### src/rtl/uart_pkg.sv
`default_nettype none
// ============================================================================
//  Module      : uart_pkg
//  Description : Shared types and constants for the UART command deframer.
//  Revision    : 1.0 - initial release
// ============================================================================
package uart_pkg;

   typedef enum logic [1:0] {
      HUNT    = 2'd0,
      PAYLOAD = 2'd1,
      CHECK   = 2'd2
   } deframer_state_t;

   localparam logic [7:0] c_SYNC_BYTE_DEFAULT = 8'hA5;

endpackage
`default_nettype wire

### src/rtl/uart_cmd_deframer_if.sv
`default_nettype none
// ============================================================================
//  Module      : uart_cmd_deframer_if
//  Description : Receiver byte stream in, command valid/ready and error strobes out.
//  Revision    : 1.0 - initial release
// ============================================================================
interface uart_cmd_deframer_if #(
   parameter int PAYLOAD_BYTES = 2
);
   logic [7:0]                 rx_data;
   logic                       rx_done;
   logic                       rx_framing_error;
   logic [8*PAYLOAD_BYTES-1:0] cmd_payload;
   logic                       cmd_valid;
   logic                       cmd_ready;
   logic                       err_checksum;
   logic                       err_framing;
   logic                       err_timeout;
   logic                       err_overrun;
   logic                       busy;

   modport master (
      output rx_data, rx_done, rx_framing_error, cmd_ready,
      input  cmd_payload, cmd_valid, err_checksum, err_framing,
             err_timeout, err_overrun, busy
   );

   modport slave (
      input  rx_data, rx_done, rx_framing_error, cmd_ready,
      output cmd_payload, cmd_valid, err_checksum, err_framing,
             err_timeout, err_overrun, busy
   );
endinterface
`default_nettype wire

### src/rtl/uart_cmd_deframer_fsm.sv
`default_nettype none
// ============================================================================
//  Module      : uart_cmd_deframer_fsm
//  Description : Packet state machine; emits datapath strobes and registered errors.
//  Revision    : 1.0 - initial release
// ============================================================================
module uart_cmd_deframer_fsm
   import uart_pkg::*;
(
   input  wire  clock,
   input  wire  reset,
   input  wire  i_byte,
   input  wire  i_is_sync,
   input  wire  i_fe_rise,
   input  wire  i_idx_last,
   input  wire  i_sum_ok,
   input  wire  i_tmo_end,
   input  wire  i_out_valid,
   input  wire  i_out_ready,
   output logic o_busy,
   output logic o_clear,
   output logic o_shift,
   output logic o_load,
   output logic o_err_checksum,
   output logic o_err_framing,
   output logic o_err_timeout,
   output logic o_err_overrun
);
   localparam logic [1:0] c_ST_HUNT    = HUNT;
   localparam logic [1:0] c_ST_PAYLOAD = PAYLOAD;
   localparam logic [1:0] c_ST_CHECK   = CHECK;

   logic [1:0] r_state;
   logic [1:0] w_next_state;
   logic       w_good;
   logic       w_err_ck;
   logic       w_err_fr;
   logic       w_err_to;
   logic       w_err_ov;

   // Priority: framing edge, then an accepted byte, then timeout.
   always_comb begin
      w_next_state = r_state;
      o_clear      = 1'b0;
      o_shift      = 1'b0;
      w_good       = 1'b0;
      w_err_ck     = 1'b0;
      w_err_fr     = 1'b0;
      w_err_to     = 1'b0;
      if (i_fe_rise) begin
         w_err_fr     = 1'b1;
         w_next_state = c_ST_HUNT;
      end else if (i_byte) begin
         case (r_state)
            c_ST_HUNT: begin
               if (i_is_sync) begin
                  o_clear      = 1'b1;
                  w_next_state = c_ST_PAYLOAD;
               end
            end
            c_ST_PAYLOAD: begin
               o_shift = 1'b1;
               if (i_idx_last) w_next_state = c_ST_CHECK;
            end
            c_ST_CHECK: begin
               w_next_state = c_ST_HUNT;
               w_good       = i_sum_ok;
               w_err_ck     = ~i_sum_ok;
            end
            default: w_next_state = c_ST_HUNT;
         endcase
      end else if (r_state != c_ST_HUNT && i_tmo_end) begin
         w_err_to     = 1'b1;
         w_next_state = c_ST_HUNT;
      end
   end

   assign o_load   = w_good & (~i_out_valid | i_out_ready);
   assign w_err_ov = w_good & i_out_valid & ~i_out_ready;
   assign o_busy   = (r_state == c_ST_PAYLOAD) || (r_state == c_ST_CHECK);

   always_ff @(posedge clock) begin
      if (reset) begin
         r_state        <= c_ST_HUNT;
         o_err_checksum <= 1'b0;
         o_err_framing  <= 1'b0;
         o_err_timeout  <= 1'b0;
         o_err_overrun  <= 1'b0;
      end else begin
         r_state        <= w_next_state;
         o_err_checksum <= w_err_ck;
         o_err_framing  <= w_err_fr;
         o_err_timeout  <= w_err_to;
         o_err_overrun  <= w_err_ov;
      end
   end
endmodule
`default_nettype wire

### src/rtl/uart_cmd_deframer.sv
`default_nettype none
// ============================================================================
//  Module      : uart_cmd_deframer
//  Description : Assembles sync/payload/XOR-checksum packets from UART bytes.
//  Revision    : 1.0 - initial release
// ============================================================================
module uart_cmd_deframer
   import uart_pkg::*;
#(
   parameter logic [7:0] SYNC_BYTE      = c_SYNC_BYTE_DEFAULT,
   parameter int         PAYLOAD_BYTES  = 2,
   parameter int         TIMEOUT_CYCLES = 25_000
)(
   input wire               clock,
   input wire               reset,
   uart_cmd_deframer_if.slave bus
);
   localparam int c_PAY_W = 8 * PAYLOAD_BYTES;
   localparam int c_IDX_W = (PAYLOAD_BYTES > 1) ? $clog2(PAYLOAD_BYTES) : 1;
   localparam int c_TMO_W = $clog2(TIMEOUT_CYCLES);
   localparam logic [c_IDX_W-1:0] c_IDX_LAST = c_IDX_W'(PAYLOAD_BYTES - 1);
   localparam logic [c_TMO_W-1:0] c_TMO_LAST = c_TMO_W'(TIMEOUT_CYCLES - 1);

   logic [c_PAY_W-1:0] r_asm;
   logic [c_PAY_W-1:0] r_payload;
   logic               r_valid;
   logic [7:0]         r_acc;
   logic [c_IDX_W-1:0] r_idx;
   logic [c_TMO_W-1:0] r_tmo;
   logic               r_fe_prev;

   logic w_byte, w_fe_rise, w_tmo_end;
   logic w_busy, w_clear, w_shift, w_load;

   // Bytes arriving during framing-error recovery are not trustworthy.
   assign w_byte    = bus.rx_done & ~bus.rx_framing_error;
   assign w_fe_rise = bus.rx_framing_error & ~r_fe_prev;
   assign w_tmo_end = (r_tmo == c_TMO_LAST);

   uart_cmd_deframer_fsm u_fsm (
      .clock          (clock),
      .reset          (reset),
      .i_byte         (w_byte),
      .i_is_sync      (bus.rx_data == SYNC_BYTE),
      .i_fe_rise      (w_fe_rise),
      .i_idx_last     (r_idx == c_IDX_LAST),
      .i_sum_ok       (bus.rx_data == r_acc),
      .i_tmo_end      (w_tmo_end),
      .i_out_valid    (r_valid),
      .i_out_ready    (bus.cmd_ready),
      .o_busy         (w_busy),
      .o_clear        (w_clear),
      .o_shift        (w_shift),
      .o_load         (w_load),
      .o_err_checksum (bus.err_checksum),
      .o_err_framing  (bus.err_framing),
      .o_err_timeout  (bus.err_timeout),
      .o_err_overrun  (bus.err_overrun)
   );

   always_ff @(posedge clock) begin
      if (reset) begin
         r_asm     <= '0;
         r_acc     <= '0;
         r_idx     <= '0;
         r_tmo     <= '0;
         r_fe_prev <= 1'b0;
         r_payload <= '0;
         r_valid   <= 1'b0;
      end else begin
         r_fe_prev <= bus.rx_framing_error;
         if (w_clear) begin
            r_asm <= '0;
            r_acc <= '0;
            r_idx <= '0;
         end else if (w_shift) begin
            r_asm <= (r_asm << 8) | c_PAY_W'(bus.rx_data);
            r_acc <= r_acc ^ bus.rx_data;
            r_idx <= r_idx + c_IDX_W'(1);
         end
         // Counts idle cycles within a packet and parks at the terminal value.
         if (!w_busy || w_byte)
            r_tmo <= '0;
         else if (!w_tmo_end)
            r_tmo <= r_tmo + c_TMO_W'(1);
         if (w_load) begin
            r_payload <= r_asm;
            r_valid   <= 1'b1;
         end else if (r_valid && bus.cmd_ready) begin
            r_valid   <= 1'b0;
         end
      end
   end

   assign bus.cmd_payload = r_payload;
   assign bus.cmd_valid   = r_valid;
   assign bus.busy        = w_busy;
endmodule
`default_nettype wire
### src/flat_wrapper.sv
// flat-port wrapper written by rule: the top's interface ports become plain ports
module uart_cmd_deframer_flat import uart_pkg::*;
#(
   parameter logic [7:0] SYNC_BYTE      = c_SYNC_BYTE_DEFAULT,
   parameter int         PAYLOAD_BYTES  = 2,
   parameter int         TIMEOUT_CYCLES = 25_000
)
  (clock, reset, bus_rx_data, bus_rx_done, bus_rx_framing_error, bus_cmd_ready, bus_cmd_payload, bus_cmd_valid, bus_err_checksum, bus_err_framing, bus_err_timeout, bus_err_overrun, bus_busy);
  uart_cmd_deframer_if #(.PAYLOAD_BYTES(PAYLOAD_BYTES)) bus_i ();
  input wire clock;
  input wire reset;
  input wire logic [$bits(bus_i.rx_data)-1:0] bus_rx_data;
  input wire logic [$bits(bus_i.rx_done)-1:0] bus_rx_done;
  input wire logic [$bits(bus_i.rx_framing_error)-1:0] bus_rx_framing_error;
  input wire logic [$bits(bus_i.cmd_ready)-1:0] bus_cmd_ready;
  output wire logic [$bits(bus_i.cmd_payload)-1:0] bus_cmd_payload;
  output wire logic [$bits(bus_i.cmd_valid)-1:0] bus_cmd_valid;
  output wire logic [$bits(bus_i.err_checksum)-1:0] bus_err_checksum;
  output wire logic [$bits(bus_i.err_framing)-1:0] bus_err_framing;
  output wire logic [$bits(bus_i.err_timeout)-1:0] bus_err_timeout;
  output wire logic [$bits(bus_i.err_overrun)-1:0] bus_err_overrun;
  output wire logic [$bits(bus_i.busy)-1:0] bus_busy;
  assign bus_i.rx_data = bus_rx_data;
  assign bus_i.rx_done = bus_rx_done;
  assign bus_i.rx_framing_error = bus_rx_framing_error;
  assign bus_i.cmd_ready = bus_cmd_ready;
  assign bus_cmd_payload = bus_i.cmd_payload;
  assign bus_cmd_valid = bus_i.cmd_valid;
  assign bus_err_checksum = bus_i.err_checksum;
  assign bus_err_framing = bus_i.err_framing;
  assign bus_err_timeout = bus_i.err_timeout;
  assign bus_err_overrun = bus_i.err_overrun;
  assign bus_busy = bus_i.busy;
  uart_cmd_deframer #(.SYNC_BYTE(SYNC_BYTE), .PAYLOAD_BYTES(PAYLOAD_BYTES), .TIMEOUT_CYCLES(TIMEOUT_CYCLES)) u_core (.clock(clock), .reset(reset), .bus(bus_i));
endmodule
### config.mk
export PLATFORM = sky130hd
export DESIGN_NAME = uart_cmd_deframer_flat
export DESIGN_NICKNAME = d
export VERILOG_FILES = /design/src/rtl/uart_pkg.sv /design/src/rtl/uart_cmd_deframer_if.sv /design/src/rtl/uart_cmd_deframer_fsm.sv /design/src/rtl/uart_cmd_deframer.sv /design/src/flat_wrapper.sv
export SDC_FILE = /design/constraint.sdc
export NUM_CORES = 1
export LEC_CHECK = 0
export BUFFER_PORTS_ARGS = -buffer_cell sky130_fd_sc_hd__buf_2
export CELL_PAD_IN_SITES_DETAIL_PLACEMENT = 1
export CELL_PAD_IN_SITES_GLOBAL_PLACEMENT = 2
export CORE_AREA = 2 2 89 108
export DETAILED_ROUTE_END_ITERATION = 8
export DIE_AREA = 0 0 91 110
export GPL_ROUTABILITY_DRIVEN = 0
export GPL_TIMING_DRIVEN = 0
export PLACE_DENSITY_LB_ADDON = 0.1
export SYNTH_ARGS = -nofsm -noshare
export SYNTH_HDL_FRONTEND = slang
export SYNTH_SLANG_ARGS = --single-unit
### constraint.sdc
create_clock -name clock -period 1.7 [get_ports clock]
set_input_delay 0.255 -clock clock [delete_from_list [all_inputs] [get_ports clock]]
set_output_delay 0.255 -clock clock [all_outputs]
set_load 0.01 [all_outputs]
# [Word-level counts from Yosys, hierarchy flattened]
# Index checks and enable logic that the tools add are counted.
[op_classes] addsub=2 multipliers=0 n_div=0 order_cmp=0 eq_ne=7 shifts=0 n_mux=19 n_bitwise=15 n_reduce_logical=15
[op_table] cell="16-bit by 8-bit bitwise OR with 16-bit output" n=1
[op_table] cell="15-bit by 1-bit adder with 15-bit output (second input constant)" n=1
[op_table] cell="15-bit equality test (second input constant)" n=1
[op_table] cell="1-bit two-way mux" n=14
[op_table] cell="8-bit equality test" n=1
[op_table] cell="8-bit equality test (second input constant)" n=1
[op_table] cell="2-bit two-way mux" n=4
[op_table] cell="8-bit XOR" n=1
[op_table] cell="1-bit inverter" n=7
[op_table] cell="2-bit nonzero test" n=3
[op_table] cell="2-bit OR reduction" n=3
[op_table] cell="1-bit AND" n=5
[op_table] cell="2-bit one-hot mux with 2 select lines" n=1
[op_table] cell="4-bit OR reduction" n=1
[op_table] cell="3-bit by 2-bit inequality test with 1-bit output (second input constant)" n=1
[op_table] cell="3-bit inequality test (second input constant)" n=1
[op_table] cell="3-bit AND reduction" n=1
[op_table] cell="3-bit OR reduction" n=1
[op_table] cell="2-bit by 1-bit equality test with 1-bit output (second input constant)" n=1
[op_table] cell="2-bit equality test (second input constant)" n=1
[op_table] cell="1-bit logical AND" n=2
[op_table] cell="2-bit zero test" n=1
[op_table] cell="1-bit logical OR" n=2
[op_table] cell="1-bit adder (second input constant)" n=1
[op_table] cell="2 further kinds" n=2
[word_totals] ff_bits=64 latchBits=0 ramBits=0 mem_bits_ro=0 inputBits=13 output_inout_bits=22 wordCells=70 n_memories=0

# [Logic depth before layout (Yosys ltp)]
# Gate-level depths: netlist of the first run.
[logic_depth] depth_word=6 ltp_mapped=8 mapped_depth_nobuf=6

# [Hierarchy]
# From an unflattened synthesis of the first run, not the netlist that was laid out.
[unflattened] cells_unflattened=278 hier_area_um2=2643.8
[modules_own_cells] mod="uart_cmd_deframer" instances=1 cells_each=244 area_per_inst_um2=2321.0 seq_area_each_um2=1161.1
[modules_own_cells] mod="uart_cmd_deframer_fsm" instances=1 cells_each=34 area_per_inst_um2=322.8 seq_area_each_um2=120.1

# [Worst setup path after synthesis of the first run]
# No wires, ideal clock.
[synth_path] path_kind="reg2reg" start="register u_core.u_fsm.r_state[0]" end="register u_core.r_tmo[2]" setup_ns=0.076 t_arrival_ns=1.602 required_ns=1.624 slack_ns=0.022 stages_incl_launch_ff=7 n_path_buf=1 period_less_slack_ns=1.678 cell_sequence="dfxtp_1 > inv_1 > ha_1 > or3b_2 > clkbuf_1 > o21bai_1 > a31oi_1"
[synth_between] elab_chain_cells=5 word_cells_on_any_way=6 cone_classes="eq/ne: 2; reduce/logical: 4"
[synth_lines] item="from (decl)" line_no="uart_cmd_deframer_fsm.sv:33" rtl="logic [1:0] r_state;"
[synth_lines] item="from (signal assigned)" line_no="uart_cmd_deframer_fsm.sv:84" rtl="r_state <= c_ST_HUNT;"
[synth_lines] item="from (signal assigned)" line_no="uart_cmd_deframer_fsm.sv:90" rtl="r_state <= w_next_state;"
[synth_lines] item="2-bit by 1-bit equality test with 1-bit output or 2-bit equality test (tied branches)" line_no="uart_cmd_deframer_fsm.sv:80" rtl="assign o_busy = (r_state == c_ST_PAYLOAD) || (r_state == c_ST_CHECK);"
[synth_lines] item="1-bit logical OR (*)" line_no="uart_cmd_deframer_fsm.sv:80"
[synth_lines] item="net bus_busy" line_no="flat_wrapper.sv:22" rtl="output wire logic [$bits(bus_i.busy)-1:0] bus_busy;"
[synth_lines] item="1-bit zero test (*)" line_no="uart_cmd_deframer.sv:82" rtl="if (!w_busy || w_byte)"
[synth_lines] item="1-bit logical OR (*)" line_no="uart_cmd_deframer.sv:82"
[synth_lines] item="2-bit OR reduction (no source line) (*)"
[synth_lines] item="to (signal assigned)" line_no="uart_cmd_deframer.sv:85" rtl="r_tmo <= r_tmo + c_TMO_W'(1);"
[synth_lines] item="to (decl)" line_no="uart_cmd_deframer.sv:29" rtl="logic [c_TMO_W-1:0] r_tmo;"
# Mark *: on every way through the listed nets, which the timed path passes. The rest lies on a longest branch.
# A chain may end at the register's enable or synchronous reset.

# [Final worst setup path of the first run]
[layout_path] start="register u_core.r_tmo[2]" end="register u_core.r_tmo[13]"
[layout_between] elab_chain_cells=1 word_cells_on_any_way=2 cone_classes="add/sub: 1; eq/ne: 1"
[layout_lines] item="15-bit by 1-bit adder with 15-bit output or 15-bit equality test (tied branches)" line_no="uart_cmd_deframer.sv:85, uart_cmd_deframer.sv:38"
# Several ways; a longest one is shown, not always the timed one.

==> results.json, run 1 <==
{
  "status": "complete, no violations",
  "grt_pass1_wl_mm": 10.9,
  "crit_type": "flop to flop",
  "setup_viol": 0,
  "r2r_setup_slack_ns": 0.1,
  "crit_end": "u_core.r_tmo[13]",
  "r2r_start": "u_core.r_tmo[2]",
  "critPathLaunch": "u_core.r_tmo[2]",
  "row_count": 38,
  "clock_skew_ns": 0.0112,
  "met2_length_mm": 3.27,
  "synth_edf_count": 0,
  "root_buffer": "clkbuf_8",
  "synthArstFlopShare_pct": 0,
  "ios": 35,
  "core_sq_um": 8940,
  "r2r.worst_path.cells": 4,
  "slew_violations": 0,
  "ant_nets": 0,
  "synth_top_cells_by_count": "dfxtp_1, nand2_1, nand2b_1, a21oi_1, nor2_1",
  "dp_hpwl_mm": 4.91,
  "critPathMaxFanout": 8,
  "n_antenna_cell": 0,
  "met1_length_mm": 3.17,
  "synthFlopType": "dfxtp_1",
  "ys_ff_latch": 64,
  "p_leak_nw": 1.21,
  "yosysTopAreaCellShare_pct": 45.9,
  "drive_above_1_share_pct": 20.7,
  "grt_usage_pct": 14.3,
  "yosys_warnings": 0,
  "highest_layer": "met4",
  "first_pass_iters": 4,
  "relSlewSlack_pct": 61.3,
  "syn_avg_cell_area_sq_um": 9.09,
  "antenna_found_initial": 0,
  "syn_nets": 326,
  "netlist_area_sq_um": 2790,
  "tritoncts": "built",
  "post_drt_wl_per_cell_um": 13.9,
  "grt_pass1_vias": 2234,
  "die_area_sq_um": 10000,
  "insertion_delay_ns": 0.34,
  "drt_first_iter_violations": 49,
  "synthCells": 307,
  "io_buffers": 34,
  "cts.sinks": 64,
  "drt-total-wl_mm": 6.73,
  "path_clk_slew_ns": 0.07,
  "layout_min_cycle_time_ns": 1.60,
  "grt_max_degree": 17,
  "cts_buffers": 9,
  "remaining_drc_errors": 0,
  "synth-seq-area-share_pct": 45.9,
  "peakVddDrop_v": 0.000343,
  "h-tree-depth": 3,
  "syn_to_final_growth_pct": 21.3,
  "worst_slew_pin_slew_ns": 0.579,
  "r2r-end": "u_core.r_tmo[13]",
  "synth.area.top_cells": "dfxtp_1, nand2b_1, mux2i_1, nand2_1, a21oi_1",
  "fin_nets": 377,
  "slowest_stage": "dfxtp_1",
  "ys_types": 39,
  "synth.most_common_cell": "dfxtp_1",
  "vias": 2214,
  "synth_top_area_cell": "dfxtp_1",
  "cts_max_path_buffers": 2,
  "worstPathArrival_ns": 1.87,
  "die_x_um": 91,
  "grt_overflow": 0,
  "drv_cap": 0,
  "start_util_pct": 31.2,
  "hold_viol": 0,
  "viasPerCell": 4.58,
  "die_h_um": 110,
  "cp_cell_sequence": "nand4_1, or2_2, or3_1, a21oi_1",
  "crit_required_ns": 1.97,
  "finalSetupTns_ns": 0,
  "finalCritPeriodShare_pct": 94.1,
  "cpPeakStageDelay_ns": 0.45,
  "hold_buffers": 0,
  "p_per_area_nw_per_um2": 865,
  "cp-start-kind": "flop",
  "cp-end-kind": "flop",
  "hold_path.class": "input pin to flop",
  "met3_length_um": 168,
  "fmax_ghz": 0.625,
  "final_util_pct": 37.9
}
[state kept, by name (all words and copies together) (netlist names)]
register	count
u_core.r_tmo	15
u_core.r_idx	1
u_core.r_acc	8
u_core.u_fsm.o_err_framing	1
u_core.r_asm	16
u_core.bus.cmd_payload	16
u_core.u_fsm.o_err_checksum	1
u_core.u_fsm.o_err_overrun	1
u_core.bus.cmd_valid	1
u_core.u_fsm.r_state	2
u_core.r_fe_prev	1
u_core.u_fsm.o_err_timeout	1
[per-stage QoR]
stage	cell area [sq um]	instances	hold slack [ns]	total power, mW	worst slack (ns)
2_1_floorplan	2790	307	0.410	1.59	0.0218
3_3_place_gp	3110	461	0.446	1.63	-0.320
3_5_place_dp	3110	461	0.450	1.64	-0.318
4_1_cts	3340	478	0.195	2.99	0.0466
5_1_grt	3390	483	0.198	3.05	-0.00383
6_report	3390	483	0.215	2.93	0.0997
[area by class of cell]
cell class | instances | area, sq um
Timing Repair Buffer | 43 | 238
Fill cell | 1107 | 5550
Sequential cell | 64 | 1280
Clock inverter | 3 | 40.0
Tap cell | 120 | 150
Buffer | 10 | 56.3
Clock buffer | 13 | 159
Inverter | 4 | 15.0
Multi-Input combinational cell | 226 | 1450
[kinds of logic after synthesis]
group / count (synthesis) / synth area share, %
mux: 17 / 6.10
compound gates: 36 / 7.26
flops: 64 / 45.9
simple gates: 142 / 27.2
fa+ha+maj: 6 / 2.69
xor+xnor: 25 / 8.11
buf+inv: 17 / 2.78
[power breakdown]
group          switching, mW  internal, mW  leakage, nW
Clock                  0.576         0.754        0.103
Combinational         0.0550        0.0416        0.590
Sequential          0.000542          1.50        0.517
Total                  0.632          2.30         1.21
[worst min path at each step]
| stage | startpoint | end | slack, ns | cells after the start |
|---|---|---|---|---|
| detailed placement | u_core.r_asm[13] | u_core.r_asm[13] | 0.45 | 2 |
| global route | bus_rx_framing_error | u_core.r_fe_prev | 0.20 | 2 |
| CTS | bus_rx_framing_error | u_core.r_fe_prev | 0.19 | 2 |
| floorplan | bus_rx_framing_error | u_core.r_fe_prev | 0.41 | 1 |
| finish | bus_rx_framing_error | u_core.r_fe_prev | 0.22 | 2 |
| global placement | u_core.r_asm[12] | u_core.r_asm[12] | 0.45 | 2 |
[placed cells by master (no fill, tap or decap), types with 6 or more instances in the layout]
master	n
a21oi_1	23
buf_2	37
xor2_1	12
buf_4	11
clkbuf_8	11
dfxtp_1	62
xnor2_1	12
nor2_1	22
nand3_1	11
clkbuf_1	6
nor3_1	8
nand2_1	41
nand2b_1	33
mux2i_1	17
[layer usage]
metal,vias up,track usage (%)
met5,-,0
met2,24,24.6
met1,1045,17.0
li1,1136,-
met3,9,3.33
met4,0,6.82
[worst max-delay path: cells and delay by family, from the launching register on]
family,cells,cell delay (ns)
simple gates,3,0.94
compound gates,1,0.14
flops,1,0.45
[what timing repair did]
action,4_1_cts,5_1_grt
setup endpoints to repair,44,24
resized for setup,4,4
setup buffers,4,5
gates cloned,0,0
pin swaps,1,3
No activity file was read; power rests on OpenSTA's default activity.
==> run 2: changes to the inputs <==
- BUFFER_PORTS_ARGS: -buffer_cell sky130_fd_sc_hd__buf_2 -> default
- CORE_AREA: 2 2 89 108 -> 2 2 85 103
- DIE_AREA: 0 0 91 110 -> 0 0 87 105
- DONT_BUFFER_PORTS: default -> 1
==> run 2 against run 1 <==
Die area fell by 8.7%. Flip-flop and latch count did not move. Sequential power barely moved. Final cell count fell by 12%. Via count fell by 4.2%. Design area fell by 1.7%. Total power rose by 19%. Maximum frequency fell by 1.9%. Largest cell class unchanged.
==> results.json, run 2 (synthesis results as in run 1) <==
{
  "status": "complete, no violations",
  "dp_hpwl_mm": 4.99,
  "n_antenna_cell": 0,
  "clock_skew_ns": 0.00863,
  "worst_slew_pin_slew_ns": 0.553,
  "cp-end-kind": "flop",
  "path_clk_slew_ns": 0.07,
  "fmax_ghz": 0.613,
  "io_buffers": 0,
  "cpPeakStageDelay_ns": 0.39,
  "crit_required_ns": 1.98,
  "h-tree-depth": 3,
  "nFillCells": 932,
  "dp_cells": 402,
  "grt_pass1_wl_mm": 11.2,
  "slew_violations": 0,
  "critPathLaunch": "u_core.r_acc[5]",
  "ant_nets": 0,
  "cp_cell_sequence": "xnor2_2, nand4_4, nor4_4, buf_4, clkbuf_4, mux2i_1",
  "die_h_um": 105,
  "drive_above_1_share_pct": 14.6,
  "p_leak_nw": 1.09,
  "hold_viol": 0,
  "crit_type": "flop to flop",
  "finalSetupTns_ns": 0,
  "cpLargestDelayFamily": "simple AND/OR/NAND/NOR gates",
  "cp.depth": 6,
  "finalCritPeriodShare_pct": 96.0,
  "r2r.worst_path.cells": 6,
  "vias": 2122,
  "relSlewSlack_pct": 63.1,
  "insertion_delay_ns": 0.36,
  "slowest_stage": "dfxtp_1",
  "row_count": 36,
  "core_sq_um": 8060,
  "crit_end": "u_core.bus.cmd_payload[7]",
  "drt-total-wl_mm": 6.89,
  "cp-start-kind": "flop",
  "critPathBufInv": 2,
  "start_util_pct": 34.6,
  "final_common_cell": "dfxtp_1",
  "place_ws_ns": -0.277,
  "syn_to_final_growth_pct": 19.2,
  "stdcell_count": 423,
  "cts_max_path_buffers": 2,
  "drt_first_iter_violations": 73,
  "antenna_found_initial": 0,
  "cts_buffers": 9,
  "viasPerCell": 5.02,
  "fin_area_sq_um": 3330,
  "die_x_um": 87,
  "ios": 35,
  "r2r_start": "u_core.r_acc[5]",
  "hold_path.startpoint": "bus_rx_framing_error",
  "final_util_pct": 41.3,
  "r2r_setup_slack_ns": 0.07,
  "drv_cap": 0,
  "first_pass_iters": 4,
  "root_buffer": "clkbuf_8",
  "r2r-end": "u_core.bus.cmd_payload[7]",
  "grt_pass1_vias": 2183,
  "worstPathArrival_ns": 1.91,
  "grt_overflow": 0,
  "setup_viol": 0,
  "rsz0062_at_grt": "true",
  "p_total_mw": 3.50,
  "final_cell_mix": "dfxtp_1, nand2_1, nand2b_1",
  "grt_max_degree": 17,
  "timing.final.ws_setup_ns": 0.0683,
  "cts.sinks": 64,
  "layout_min_cycle_time_ns": 1.63,
  "place_area_sq_um": 2910,
  "tritoncts": "built",
  "fin_nets": 342,
  "remaining_drc_errors": 0,
  "critPathMaxFanout": 5,
  "die_area_sq_um": 9140,
  "p_per_area_nw_per_um2": 1050,
  "hold_path.class": "input pin to flop",
  "hold-worst-slack_ns": 0.0635,
  "grt_usage_pct": 16.1,
  "post_drt_wl_per_cell_um": 16.3,
  "peakVddDrop_v": 0.000477
}
run 2: cell types whose count changed in the layout (fill, tap and decap cells not counted), sizes merged:
cell,previous run,this run
clkinv,2,0
clkbuf,17,14
bufinv,1,5
buf,49,13
clkinvlp,0,1
inv,4,5
run 2: cell type report:
class | instances | area [sq um] | share of cell area, %
clock buffer | 9 | 124 | 3.72
multi-input combinational | 226 | 1500 | 45.2
tap | 95 | 119 | 3.57
timing repair buffer | 8 | 60.1 | 1.80
buffer | 10 | 56.3 | 1.69
sequential | 64 | 1280 | 38.6
inverter | 4 | 15.0 | 0.451
clock inverter | 7 | 166 | 5.00
run 2: worst register-to-register path: cells and delay by family, from the launching register on:
kind                      cells  cell delay [ns]
buffers and inverters         2             0.39
muxes                         1             0.19
xor gates and xnor gates      1             0.15
DFF                           1             0.39
and+or+nand+nor               2             0.45
run 2: worst min path at each step:
stage	to	slack, ns	depth (start not counted)
CTS	u_core.r_fe_prev	0.04	1
finish	u_core.r_fe_prev	0.06	1
global route	u_core.r_fe_prev	0.05	1
floorplan	u_core.r_fe_prev	0.41	1
global placement	u_core.r_fe_prev	0.42	1
detailed placement	u_core.r_fe_prev	0.43	1
run 2: layer usage:
| layer | up-vias | part of all wire [%] | global-route usage [%] |
|---|---|---|---|
| li1 | 1067 | - | - |
| met1 | 1014 | 44 | 18.7 |
| met2 | 25 | 49 | 26.3 |
| met3 | 16 | 4.0 | 4.42 |
| met4 | 0 | 2.5 | 9.04 |
| met5 | - | 0 | 0 |
run 2: timing repair:
item | CTS | global route
endpoints found under the setup margin | 47 | 18
pin swaps | 1 | 4
hold buffers | 0 | 0
resized for setup | 5 | 12
setup buffers | 3 | 4
gates cloned | 0 | 1
run 2: report_power, final:
part | internal, mW | switching (mW)
Clock | 1.28 | 0.642
Combinational | 0.0342 | 0.0426
Sequential | 1.50 | 0.00153
